### src/rtl/weight_bin_classifier_if.sv
// Scale-side and reporting-side signals of the weight bin classifier.
// The total port exists only when PKG_TOTAL_EN is defined.
interface weight_bin_classifier_if #(
  parameter int W_WIDTH   = 12,
  parameter int NUM_GRP   = 6,
  parameter int CNT_WIDTH = 8
);
  logic [W_WIDTH-1:0]           weight;
  logic                         clr;
  logic                         thr_wr;
  logic [2:0]                   thr_idx;
  logic [W_WIDTH-1:0]           thr_data;
  logic [NUM_GRP*CNT_WIDTH-1:0] counts;
  logic [NUM_GRP-1:0]           sat;
  logic [2:0]                   cur_group;
  logic                         count_pulse;
`ifdef PKG_TOTAL_EN
  logic [15:0]                  total;

  modport master (
    output weight, clr, thr_wr, thr_idx, thr_data,
    input  counts, sat, cur_group, count_pulse, total
  );
  modport slave (
    input  weight, clr, thr_wr, thr_idx, thr_data,
    output counts, sat, cur_group, count_pulse, total
  );
`else
  modport master (
    output weight, clr, thr_wr, thr_idx, thr_data,
    input  counts, sat, cur_group, count_pulse
  );
  modport slave (
    input  weight, clr, thr_wr, thr_idx, thr_data,
    output counts, sat, cur_group, count_pulse
  );
`endif
endinterface

### src/rtl/weight_bin_classifier.sv
// Bins settled scale weights against programmable thresholds and counts each package once.
// cur_group lags weight by one cycle; PKG_TOTAL_EN adds a 16-bit wrapping package total.
module weight_bin_classifier #(
  parameter int W_WIDTH    = 12,
  parameter int NUM_GRP    = 6,
  parameter int CNT_WIDTH  = 8,
  parameter int SETTLE_CYC = 3,
  parameter logic [(NUM_GRP-1)*W_WIDTH-1:0] THR_INIT =
    {12'd2000, 12'd1500, 12'd750, 12'd500, 12'd250}
) (
  input logic                clk,
  input logic                reset,
  weight_bin_classifier_if.slave bus
);
  localparam int SCW = $clog2(SETTLE_CYC + 1);
  localparam logic [SCW-1:0]       STABLE_ONE = SCW'(1);
  localparam logic [SCW-1:0]       STABLE_TGT = SCW'(SETTLE_CYC);
  localparam logic [CNT_WIDTH-1:0] CNT_ONE    = CNT_WIDTH'(1);

  typedef enum logic [1:0] {ST_IDLE, ST_SETTLE, ST_COUNT, ST_HOLD} state_e;

  state_e                                state_q, state_d;
  logic [W_WIDTH-1:0]                    sample_q, sample_d;
  logic [SCW-1:0]                        stable_q, stable_d;
  logic [2:0]                            cur_group_q;
  logic [NUM_GRP-2:0][W_WIDTH-1:0]       thr_q;
  logic [NUM_GRP-1:0][CNT_WIDTH-1:0]     counts_q;
  logic [NUM_GRP-1:0]                    sat_q;
  logic                                  count_en;
  logic [3:0]                            cur_bin;
  logic [3:0]                            cnt_bin;

  // First-match search: the lowest index whose threshold covers the weight wins,
  // so non-ascending tables still resolve deterministically.
  function automatic logic [3:0] bin_of(input logic [W_WIDTH-1:0] w,
                                        input logic [NUM_GRP-2:0][W_WIDTH-1:0] t);
    logic [3:0] b;
    b = 4'(NUM_GRP);
    for (int i = NUM_GRP - 2; i >= 0; i--) begin
      if (w <= t[i]) b = 4'(i + 1);
    end
    if (w == '0) b = '0;
    return b;
  endfunction

  assign cur_bin = bin_of(bus.weight, thr_q);
  assign cnt_bin = bin_of(sample_q, thr_q);

  always_comb begin
    state_d  = state_q;
    sample_d = sample_q;
    stable_d = stable_q;
    count_en = 1'b0;
    case (state_q)
      ST_IDLE: begin
        if (bus.weight != '0) begin
          sample_d = bus.weight;
          stable_d = STABLE_ONE;
          state_d  = (SETTLE_CYC == 1) ? ST_COUNT : ST_SETTLE;
        end
      end
      ST_SETTLE: begin
        if (bus.weight == '0) begin
          state_d = ST_IDLE;
        end else if (bus.weight != sample_q) begin
          sample_d = bus.weight;
          stable_d = STABLE_ONE;
          state_d  = (SETTLE_CYC == 1) ? ST_COUNT : ST_SETTLE;
        end else begin
          stable_d = stable_q + STABLE_ONE;
          if (stable_d == STABLE_TGT) state_d = ST_COUNT;
        end
      end
      ST_COUNT: begin
        count_en = 1'b1;
        state_d  = (bus.weight == '0) ? ST_IDLE : ST_HOLD;
      end
      ST_HOLD: begin
        if (bus.weight == '0) state_d = ST_IDLE;
      end
      default: state_d = ST_IDLE;
    endcase
  end

  always_ff @(posedge clk or posedge reset) begin
    if (reset) begin
      state_q     <= ST_IDLE;
      sample_q    <= '0;
      stable_q    <= '0;
      cur_group_q <= '0;
    end else begin
      state_q     <= state_d;
      sample_q    <= sample_d;
      stable_q    <= stable_d;
      cur_group_q <= cur_bin[2:0];
    end
  end

  // Writes land at the clock edge, so a count in the same cycle still sees the old table.
  always_ff @(posedge clk or posedge reset) begin
    if (reset) begin
      thr_q <= THR_INIT;
    end else begin
      for (int i = 0; i < NUM_GRP - 1; i++) begin
        if (bus.thr_wr && bus.thr_idx == 3'(i)) thr_q[i] <= bus.thr_data;
      end
    end
  end

  always_ff @(posedge clk or posedge reset) begin
    if (reset) begin
      counts_q <= '0;
      sat_q    <= '0;
    end else if (bus.clr) begin
      counts_q <= '0;
      sat_q    <= '0;
    end else if (count_en) begin
      for (int g = 0; g < NUM_GRP; g++) begin
        if (cnt_bin == 4'(g + 1)) begin
          if (counts_q[g] == '1) sat_q[g] <= 1'b1;
          else                   counts_q[g] <= counts_q[g] + CNT_ONE;
        end
      end
    end
  end

`ifdef PKG_TOTAL_EN
  logic [15:0] total_q;

  always_ff @(posedge clk or posedge reset) begin
    if (reset)         total_q <= '0;
    else if (bus.clr)  total_q <= '0;
    else if (count_en) total_q <= total_q + 16'd1;
  end

  assign bus.total = total_q;
`endif

  assign bus.counts      = counts_q;
  assign bus.sat         = sat_q;
  assign bus.cur_group   = cur_group_q;
  assign bus.count_pulse = (state_q == ST_COUNT);
endmodule

### src/flat_wrapper.sv
// flat-port wrapper written by rule: the top's interface ports become plain ports
module weight_bin_classifier_flat 
#(
  parameter int W_WIDTH    = 12,
  parameter int NUM_GRP    = 6,
  parameter int CNT_WIDTH  = 8,
  parameter int SETTLE_CYC = 3,
  parameter logic [(NUM_GRP-1)*W_WIDTH-1:0] THR_INIT =
    {12'd2000, 12'd1500, 12'd750, 12'd500, 12'd250}
)
  (clk, reset, bus_weight, bus_clr, bus_thr_wr, bus_thr_idx, bus_thr_data, bus_counts, bus_sat, bus_cur_group, bus_count_pulse);
  weight_bin_classifier_if #(.W_WIDTH(W_WIDTH), .NUM_GRP(NUM_GRP), .CNT_WIDTH(CNT_WIDTH)) bus_i ();
  input logic clk;
  input logic reset;
  input wire logic [$bits(bus_i.weight)-1:0] bus_weight;
  input wire logic [$bits(bus_i.clr)-1:0] bus_clr;
  input wire logic [$bits(bus_i.thr_wr)-1:0] bus_thr_wr;
  input wire logic [$bits(bus_i.thr_idx)-1:0] bus_thr_idx;
  input wire logic [$bits(bus_i.thr_data)-1:0] bus_thr_data;
  output wire logic [$bits(bus_i.counts)-1:0] bus_counts;
  output wire logic [$bits(bus_i.sat)-1:0] bus_sat;
  output wire logic [$bits(bus_i.cur_group)-1:0] bus_cur_group;
  output wire logic [$bits(bus_i.count_pulse)-1:0] bus_count_pulse;
  assign bus_i.weight = bus_weight;
  assign bus_i.clr = bus_clr;
  assign bus_i.thr_wr = bus_thr_wr;
  assign bus_i.thr_idx = bus_thr_idx;
  assign bus_i.thr_data = bus_thr_data;
  assign bus_counts = bus_i.counts;
  assign bus_sat = bus_i.sat;
  assign bus_cur_group = bus_i.cur_group;
  assign bus_count_pulse = bus_i.count_pulse;
  weight_bin_classifier #(.W_WIDTH(W_WIDTH), .NUM_GRP(NUM_GRP), .CNT_WIDTH(CNT_WIDTH), .SETTLE_CYC(SETTLE_CYC), .THR_INIT(THR_INIT)) u_core (.clk(clk), .reset(reset), .bus(bus_i));
endmodule
### config.mk
export PLATFORM = sky130hd
export DESIGN_NAME = weight_bin_classifier_flat
export DESIGN_NICKNAME = d
export VERILOG_FILES = /design/src/rtl/weight_bin_classifier_if.sv /design/src/rtl/weight_bin_classifier.sv /design/src/flat_wrapper.sv
export SDC_FILE = /design/constraint.sdc
export NUM_CORES = 1
export LEC_CHECK = 0
export CORE_MARGIN = 2
export CORE_UTILIZATION = 63
export DETAILED_ROUTE_END_ITERATION = 16
export HOLD_SLACK_MARGIN = 0.15
export PLACE_DENSITY = 0.94
export SYNTH_ARGS = -nofsm -noshare
export SYNTH_HDL_FRONTEND = slang
export SYNTH_SLANG_ARGS = --single-unit
### constraint.sdc
create_clock -name clk -period 14.8 [get_ports clk]
set_clock_uncertainty 0.15 [all_clocks]
set_input_delay 4.44 -clock clk [delete_from_list [all_inputs] [get_ports clk]]
set_output_delay 4.44 -clock clk [all_outputs]
set_load 0.01 [all_outputs]
==> impl_results.md <==
- Largest net degree at the start of global routing: 88
- Total track usage: 0.352
- Post-cts sizing count: 0
- Sw Share: 0.318
- Slew HR: 0.141
- Clock transition at path regs: 0.06 ns
- Comb pwr share: 0.274
- Ratio of cells with drive above 1 in the final layout: 0.119
- Post-synthesis sequential area ratio: 0.376
- Number of fill cells: 870
- Routed via count: 7,971
- Synth Cell Area: 0.00895 mm2
- Worst slack at placement: 7.53 ns
- Top-count cell post-synth: ha_1
- PD cells: 114 mW/mm2
- Setup TNS: 0 ns
- Post-CTS Hold Fix Bufs: 0
- Clock Latency Late Sink: 0.44 ns
- Worst-margin pin slew: 1.28 ns
- Core box area: 0.0139 mm2
- Main flop type after synthesis: dfrtp_1
- Endpoints failing setup: 0
- RSZ-0062 raised after global routing: false
- Root buffer cell: clkbuf_16
- Ys Warns: 0
- EDFF count, synth: 0
- Final core occ: 0.768
- Initial antenna violation count: 0
- Synth cell types: 68
- Max-Cap Viols: 0
- Hold Fails Final Rpt: 0
- Crit-path max FO: 8
- RD Place Congestion: 0.985
- ANT nets after route: 0
- WL per Instance: 21.2 um
- Total Wirelength: 25.5 mm
- Cells after DPL: 1,173
- Port Buf Inserts: 88
- Initial core utilization: 0.645
- DP HPWL: 17.7 mm
- CP arrival: 7.17 ns
- Synth area leader: dfrtp_1
- Die Ht: 123 um
- HP Class: flop to flop
- LEAKAGE: 4.72 nW
- DP Area: 0.0100 mm2
- Syn Inst Count: 922
- GRT Residual Overflow: 0
- Status: finished clean
- # clock sinks: 133
- Residual DRC count: 0
- Full die area: 0.0152 mm2
- Share of the synthesized area in the top cell type: 0.282
- Post-synth top cells: 127 x ha_1, 101 x dfrtp_1, 73 x nand2_1, 66 x inv_1, 61 x o21ai_0
- Crit end category: flop
- H-tree levels: 4
- Reg area: 0.00337 mm2
- I/O pin total: 89
- Final min period: 7.00 ns
- Vias in the first global route: 7,852
- Synth Register Bits: 133
- Req. time, crit path: 14.97 ns
- Area taken by multi-input logic gates: 0.00526 mm2
- Largest vdd supply drop: 0.134 mV
- Asr flop ratio synth: 1.00
- Net Count, Synth: 1,080
- Finished Cell Area: 0.0107 mm2
- Clock power frac: 0.368
- Type of the worst setup path: primary input to flop
- P_int: 831 uW
- Worst-case clock buffer depth: 2
- Post-CTS Setup Inserts: 0
- Rows: 43
- Sequential Power Share: 0.359
- Area growth, synth to finish: 19.1%
- CTS tree: yes
- Die width: 123 um
- Finished Layout Cells: 1,206
- First-pass GRT wire length: 40.4 mm
- Fin worst setup slack: 7.80 ns
- Top cells by area, synth: dfrtp_1 28%, ha_1 18%, dfstp_2 9.4%, mux2_2 4.7%, o21ai_0 3.4%
- 1st-pass router iterations: 6
- Fin crit share: 0.473
- CTS Buf Count: 17
- Layout net count: 1,170
- Max frequency: 143 MHz
- Mean Syn Cell Area: 9.71 um2
- Via density per instance: 6.61
- Startpoint types: primary input
- Number of DRC markers in iteration 0: 808
- Pins Over Slew Limit: 0
- Switching Power: 388 uW
[worst max-delay path, stage by stage]
cell and delay [ns]:
clkdlybuf4s50_1 0.79, nor4_1 0.14, and3_1 0.31, nor3_1 1.04, mux2_2 0.43
[worst paths after layout]
| check | from | to | slack, ns | depth (start not counted) |
|---|---|---|---|---|
| max | bus_weight[3] | u_core.sample_q[8]$_DFFE_PP0P_ | 7.80 | 5 |
| min | u_core.bus.sat[5]$_DFFE_PP0P_ | u_core.bus.sat[5]$_DFFE_PP0P_ | 0.36 | 1 |
| max reg2reg | u_core.sample_q[6]$_DFFE_PP0P_ | u_core.bus.counts[22]$_DFFE_PP0P_ | 11.05 | 8 |
| min reg2reg | u_core.bus.sat[5]$_DFFE_PP0P_ | u_core.bus.sat[5]$_DFFE_PP0P_ | 0.36 | 1 |
| max in group asynchronous | reset | u_core.bus.sat[1]$_DFFE_PP0P_ | 8.69 | 3 |
| min in group asynchronous | reset | u_core.bus.counts[33]$_DFFE_PP0P_ | 4.27 | 2 |
[power groups by stage]
stage	sequential [mW]	clock, mW	combinational (mW)
3_5_place_dp	0.441	0	0.315
4_1_cts	0.436	0.448	0.324
6_report	0.437	0.448	0.334
2_1_floorplan	0.435	0	0.216
3_3_place_gp	0.439	0	0.300
5_1_grt	0.440	0.464	0.367
[area by class of cell]
type	instances	area share
multi-input cells	699	0.494
flip-flops and latches	133	0.316
repair buffers	94	0.0864
clock buffers	25	0.0474
inverters	67	0.0238
well taps	180	0.0211
clock inverters	7	0.0110
diodes	1	0.000235
[kinds of logic (layout without fill, tap and decap cells)]
group / count (synthesis) / after routing / share of synthesized area
AOI/OAI and AO/OA: 195 / 195 / 0.141
other: 0 / 1 / 0
xor gates and xnor gates: 18 / 18 / 0.0176
and+or+nand+nor: 308 / 308 / 0.183
DFF: 133 / 133 / 0.376
buffers and inverters: 90 / 193 / 0.0401
muxes: 51 / 51 / 0.0638
adders and majority gates: 127 / 127 / 0.178
[cell usage in the layout (no fill, tap or decap), types with 4 or more instances in the layout]
cell type	netlist	layout
nor2b_1	29	29
o211ai_1	15	15
mux2i_1	6	6
o21ai_0	61	61
nand2b_1	5	5
o31ai_1	9	9
inv_1	66	65
or4_1	9	9
or3_1	6	6
nor3_1	20	19
dfstp_2	32	32
clkbuf_16	0	17
ha_1	127	127
buf_4	1	6
a21oi_1	51	51
nor4_1	20	20
xnor2_1	11	11
o21a_1	9	9
a21o_1	19	19
a211oi_1	4	4
xor2_1	7	7
mux2_1	7	7
nand2_1	73	73
clkbuf_8	0	5
nor2_1	48	48
nand3_1	26	26
clkdlybuf4s50_1	0	87
mux2_2	37	37
nand4_1	35	35
a211o_1	5	5
dfrtp_1	101	101
and3_1	11	11
[per-stage QoR]
step / power [mW] / hold WS [ns]
after floorplan: 0.651 / 0.322
after global placement: 0.739 / 0.338
after detailed placement: 0.757 / 0.333
after CTS: 1.21 / 0.358
after global routing: 1.27 / 0.385
final: 1.22 / 0.362
[flip-flops by register name, summed over array words and instances, names as in the netlist]
register and cells:
u_core.stable_q 2, u_core.bus.counts 48, u_core.thr_q 60, u_core.sample_q 12, u_core.state_q 2, u_core.bus.sat 6
u_core.bus.cur_group 3
[layer usage]
layer,vias up,part of all wire,wire (um),global-route usage
li1,3574,-,-,-
met1,3839,0.41,10400,0.459
met2,424,0.46,11800,0.552
met3,134,0.087,2220,0.0899
met4,0,0.046,1180,0.163
met5,-,0,0,0
Note: power is estimated with default switching activity, not from simulation.
